<file path="src/rtl/vga_sprite_stage.sv">
// vga_sprite_stage: overlays a 16x16 one-bit sprite on a VGA beam with a two-stage en-gated pipeline.
// Sprite position updates are double-buffered and only take effect at the vertical apply point.
module vga_sprite_stage #(
    parameter int H_DISPLAY = 640,
    parameter int V_DISPLAY = 480
) (
    input  logic        clk,
    input  logic        reset,
    input  logic        en,
    input  logic [9:0]  hpos,
    input  logic [9:0]  vpos,
    input  logic        display_on,
    input  logic        hsync_in,
    input  logic        vsync_in,
    input  logic        pos_valid,
    output logic        pos_ready,
    input  logic [9:0]  pos_x,
    input  logic [9:0]  pos_y,
    input  logic        bmp_we,
    input  logic [3:0]  bmp_row,
    input  logic [15:0] bmp_data,
    input  logic [5:0]  fg_color,
    input  logic [5:0]  bg_color,
    output logic        hsync_out,
    output logic        vsync_out,
    output logic [5:0]  rgb,
    output logic        frame_tick
);
    logic [15:0] r_bmp [16];
    logic [9:0]  r_act_x, r_act_y, r_pend_x, r_pend_y;
    logic        r_pend;
    logic [3:0]  r_dx, r_dy;
    logic        r_in, r_de, r_hs, r_vs;
    logic [5:0]  r_rgb;
    logic        r_hs_out, r_vs_out;

    logic        w_apply, w_accept, w_inside, w_bit;
    logic [9:0]  w_dx, w_dy;
    logic [15:0] w_row;

    assign w_apply  = en && hpos == 10'd0 && vpos == 10'(V_DISPLAY);
    assign w_accept = pos_valid && !r_pend;
    // Wrap is modulo 1024, so a sprite hanging off the left/top edge shows its tail columns/rows.
    assign w_dx     = hpos - r_act_x;
    assign w_dy     = vpos - r_act_y;
    assign w_inside = display_on && hpos < 10'(H_DISPLAY) && w_dx < 10'd16 && w_dy < 10'd16;
    assign w_row    = r_bmp[r_dy];
    assign w_bit    = w_row[~r_dx];

    always_ff @(posedge clk) begin
        if (reset) begin
            r_pend   <= 1'b0;
            r_act_x  <= '0;
            r_act_y  <= '0;
            r_pend_x <= '0;
            r_pend_y <= '0;
            for (int i = 0; i < 16; i++) r_bmp[i] <= '0;
        end else begin
            if (w_apply) begin
                r_pend <= 1'b0;
                if (w_accept) begin
                    r_act_x <= pos_x;
                    r_act_y <= pos_y;
                end else if (r_pend) begin
                    r_act_x <= r_pend_x;
                    r_act_y <= r_pend_y;
                end
            end else if (w_accept) begin
                r_pend_x <= pos_x;
                r_pend_y <= pos_y;
                r_pend   <= 1'b1;
            end
            if (bmp_we) r_bmp[bmp_row] <= bmp_data;
        end
    end

    always_ff @(posedge clk) begin
        if (reset) begin
            {r_dx, r_dy, r_in, r_de, r_hs, r_vs} <= '0;
            {r_rgb, r_hs_out, r_vs_out} <= '0;
        end else if (en) begin
            r_dx     <= w_dx[3:0];
            r_dy     <= w_dy[3:0];
            r_in     <= w_inside;
            r_de     <= display_on;
            r_hs     <= hsync_in;
            r_vs     <= vsync_in;
            r_rgb    <= !r_de ? 6'd0 : (r_in && w_bit) ? fg_color : bg_color;
            r_hs_out <= r_hs;
            r_vs_out <= r_vs;
        end
    end

    assign pos_ready  = !r_pend;
    assign frame_tick = w_apply && !reset;
    assign rgb        = r_rgb;
    assign hsync_out  = r_hs_out;
    assign vsync_out  = r_vs_out;
endmodule
</file>
<file path="config.mk">
export PLATFORM = sky130hd
export DESIGN_NAME = vga_sprite_stage
export DESIGN_NICKNAME = d
export VERILOG_FILES = /design/src/rtl/vga_sprite_stage.sv
export SDC_FILE = /design/constraint.sdc
export NUM_CORES = 1
export LEC_CHECK = 0
export ABC_AREA = 0
export BUFFER_PORTS_ARGS = -buffer_cell sky130_fd_sc_hd__buf_2
export CAP_MARGIN = 20
export CORE_MARGIN = 1
export CORE_UTILIZATION = 60
export DETAILED_ROUTE_END_ITERATION = 16
export GPL_TIMING_DRIVEN = 0
export PLACE_DENSITY = 0.88
export RECOVER_POWER = 100
export SLEW_MARGIN = 40
export SYNTH_ARGS = -nofsm -noshare
export SYNTH_HDL_FRONTEND = slang
export SYNTH_SLANG_ARGS = --single-unit
</file>
<file path="constraint.sdc">
create_clock -name clk -period 2.8 [get_ports clk]
set_input_delay 0.28 -clock clk [delete_from_list [all_inputs] [get_ports clk]]
set_output_delay 0.28 -clock clk [all_outputs]
set_load 0.02 [all_outputs]
</file>
==> metrics.txt <==
status complete, no violations; WL met3 3.41 mm; H-tree lvl count 2; NetSw 0.00254 W; Area Growth Syn to Fin 14.5%; Critical Path RT 3.19 ns; CP Capture Type flip-flop; PnR worst setup slack 0.0634 ns; Clk pwr share 41.2%; leakage 6.12 nW; Final setup viols 0; hold crit path type input pin to flip-flop; register area 0.00899 mm2; IO Pins 90; final hold slack 0.0110 ns; Syn. warnings 0; Final min period 2.74 ns; Die Y 161 um; Total Wirelength 38.2 mm; final instance area 0.0173 mm2; clock skew 0.0140 ns; maximum fanout along the worst path 10; Sw Ratio 23.0%; routed via count 10,000; layout net count 1,382; critical path class flip-flop to flip-flop; Pint 0.00854 W; clk slew on worst S/H paths 0.06 ns; cell count after synthesis 1,157; dpl hpwl 26.5 mm; DR WL/cell 23.4 um; cell with the most instances after synthesis and2_1; Netlist cell types 57; hold_buf cts 0; VDD IR-drop max 585 uV; pre-CTS setup slack -0.479 ns; Worst Path Arrival 3.13 ns; fmax 0.365 GHz; Seq pwr share 49.6%; Post-Syn Area 0.0151 mm2; pwr/cell area 640 mW/mm2; ratio of cells with drive above 1 in the final layout 17.2%; met1 WL 13.8 mm; met2 WL post-DR 19.1 mm; die width 161 um; Max clock buf depth 3; first-pass GRT wire length 57.2 mm; clk_lat worst skew 0.52 ns; max-slew violation count 0; DR iter-0 viols 1,172; drt first pass iters 5; CTS Buf Count 34; cell taking the most area after synthesis edfxtp_1; initial antenna violation count 1; gr usage total 30.2%; Final Total Pwr 0.0111 W; Reg2Reg Setup Slack 0.06 ns; gpl congestion 1.01; multi-input combinational cell area 0.00578 mm2; final hold vios 0; top post-synthesis cells by area edfxtp_1 (51%), and2_1 (11%), dfxtp_1 (8.6%), mux4_2 (7.9%), mux2i_1 (5.4%); placed instance area 0.0160 mm2; share of the synthesized area in the top cell type 50.8%; ys async rst share 0%; uppermost layer routed met4; Slew HR 5.43%; worst slew pin tran 1.42 ns; commonest cells in the netlist and2_1 (258), edfxtp_1 (256), nor2_1 (87), mux2i_1 (82), dfxtp_1 (65); Setup TNS 0 ns; ys flop type edfxtp_1; syn_nets 1,257; Die Footprint 0.0259 mm2; Final ANT Viol Nets 0; Clock Root Buffer clkbuf_16; clock sinks 321; number of flops mapped to enable cells by yosys 256; nature of the critical path startpoint flip-flop; vias in the first global route 9,957; sequential share of the synthesized area 59.4%; max cap viols 0; largest net degree at the start of global routing 17; Yosys reg bits 321; Buffers on Ports 89; Row Count 57; via/cell ratio 6.14; average size of a mapped cell 13.1 um2; final period utilization 97.7%; CTS tree built; initial core utilization 61.7%; Gate power share 9.2%; Fill cells 1,611; post-route DRC violation count 0; total congestion overflow 0; area of the core 0.0245 mm2
-- path summary, 6_finish.rpt --
check	startpoint	endpoint	cells after the start
setup / recovery	flip-flop	rgb[5]	11
hold / removal	pos_y[1]	r_pend_y[1]	3
setup reg to reg	flip-flop	rgb[5]	11
hold reg to reg	rgb[2]	rgb[2]	2
-- what timing repair did --
item,in CTS,in global routing
pin swaps,3,2
gates resized for setup,23,33
gates cloned,0,0
buffers inserted,1,0
setup endpoints to repair,7,7
-- through the flow --
stage / instances / util (%)
CTS: 1631 / 70.2
detailed placement: 1570 / 65.2
floorplan: 1157 / -
finish: 1632 / 70.6
global route: 1631 / 70.6
global placement: 1570 / 65.1
-- per-layer routing --
| layer | track usage [%] | vias to the layer above |
|---|---|---|
| li1 | - | 4456 |
| met1 | 36.2 | 4874 |
| met2 | 51.9 | 570 |
| met3 | 6.59 | 122 |
| met4 | 14.4 | 0 |
| met5 | 0 | - |
-- area by class of cell --
class | count | area share (%)
Clock buffer | 44 | 5.37
Sequential cell | 321 | 51.9
Antenna cell | 1 | 0.0144
Tap cell | 324 | 2.34
Inverter | 32 | 0.715
Clock inverter | 17 | 1.18
Buffer | 73 | 2.52
Multi-Input combinational cell | 730 | 33.4
Timing Repair Buffer | 90 | 2.60
-- state kept, by name, summed over array words and instances (netlist names), named ones only --
| signal | flops |
|---|---|
| r_in | 1 |
| r_pend_x | 10 |
| r_dy | 4 |
| r_pend_y | 10 |
| r_bmp | 256 |
| r_dx | 4 |
| vsync_out | 1 |
| r_pend | 1 |
| hsync_out | 1 |
| r_act_y | 10 |
| r_vs | 1 |
| r_act_x | 10 |
| rgb | 6 |
| r_de | 1 |
| r_hs | 1 |
-- power groups by stage --
stage / Combinational (W) / Sequential, W / Clock (W)
after global routing: 0.00108 / 0.00551 / 0.00480
after global placement: 0.000952 / 0.00555 / 0
after CTS: 0.000987 / 0.00548 / 0.00458
after floorplan: 0.000618 / 0.00554 / 0
after detailed placement: 0.000969 / 0.00558 / 0
final: 0.00102 / 0.00549 / 0.00457
-- placed cells by master (no fill, tap or decap), types with 5 or more instances in the layout --
| cell type | synthesis | layout |
|---|---|---|
| clkbuf_1 | 58 | 73 |
| nand2_1 | 34 | 34 |
| and2_0 | 0 | 154 |
| xnor2_1 | 7 | 7 |
| o21ai_1 | 8 | 10 |
| mux2i_1 | 82 | 80 |
| buf_2 | 7 | 79 |
| nand4_1 | 5 | 5 |
| nor2b_1 | 6 | 5 |
| or2_1 | 0 | 10 |
| buf_12 | 0 | 5 |
| a21oi_1 | 15 | 14 |
| inv_1 | 31 | 31 |
| ha_1 | 18 | 18 |
| clkinv_1 | 1 | 5 |
| mux4_2 | 53 | 53 |
| a211oi_1 | 26 | 25 |
| dfxtp_1 | 65 | 62 |
| o21ai_0 | 13 | 11 |
| nor4_1 | 8 | 5 |
| nand3_1 | 6 | 6 |
| edfxtp_1 | 256 | 256 |
| nor3_1 | 17 | 17 |
| nor2_1 | 87 | 87 |
| and2_1 | 258 | 104 |
| or2_0 | 0 | 6 |
| clkbuf_16 | 0 | 35 |
-- cell families after synthesis --
family	Yosys count	synth area share (%)
buffers and inverters	106	3.06
adder cells (fa/ha/maj)	20	1.75
AO/OA/AOI/OAI	101	4.67
multiplexers	136	13.4
XOR/XNOR	11	0.637
flip-flops	321	59.4
AND/OR/NAND/NOR	462	17.1
-- critical path: stages (launching register included) --
cell	delay, ns
dfxtp_1	0.37
buf_6	0.20
buf_4	0.29
mux2i_1	0.37
nand3_1	0.12
o2111ai_1	0.09
o21ai_0	0.12
a311o_1	0.42
a31oi_4	0.20
buf_12	0.14
mux2i_1	0.20
o21ai_1	0.07
(Power assumes the default switching activity.)
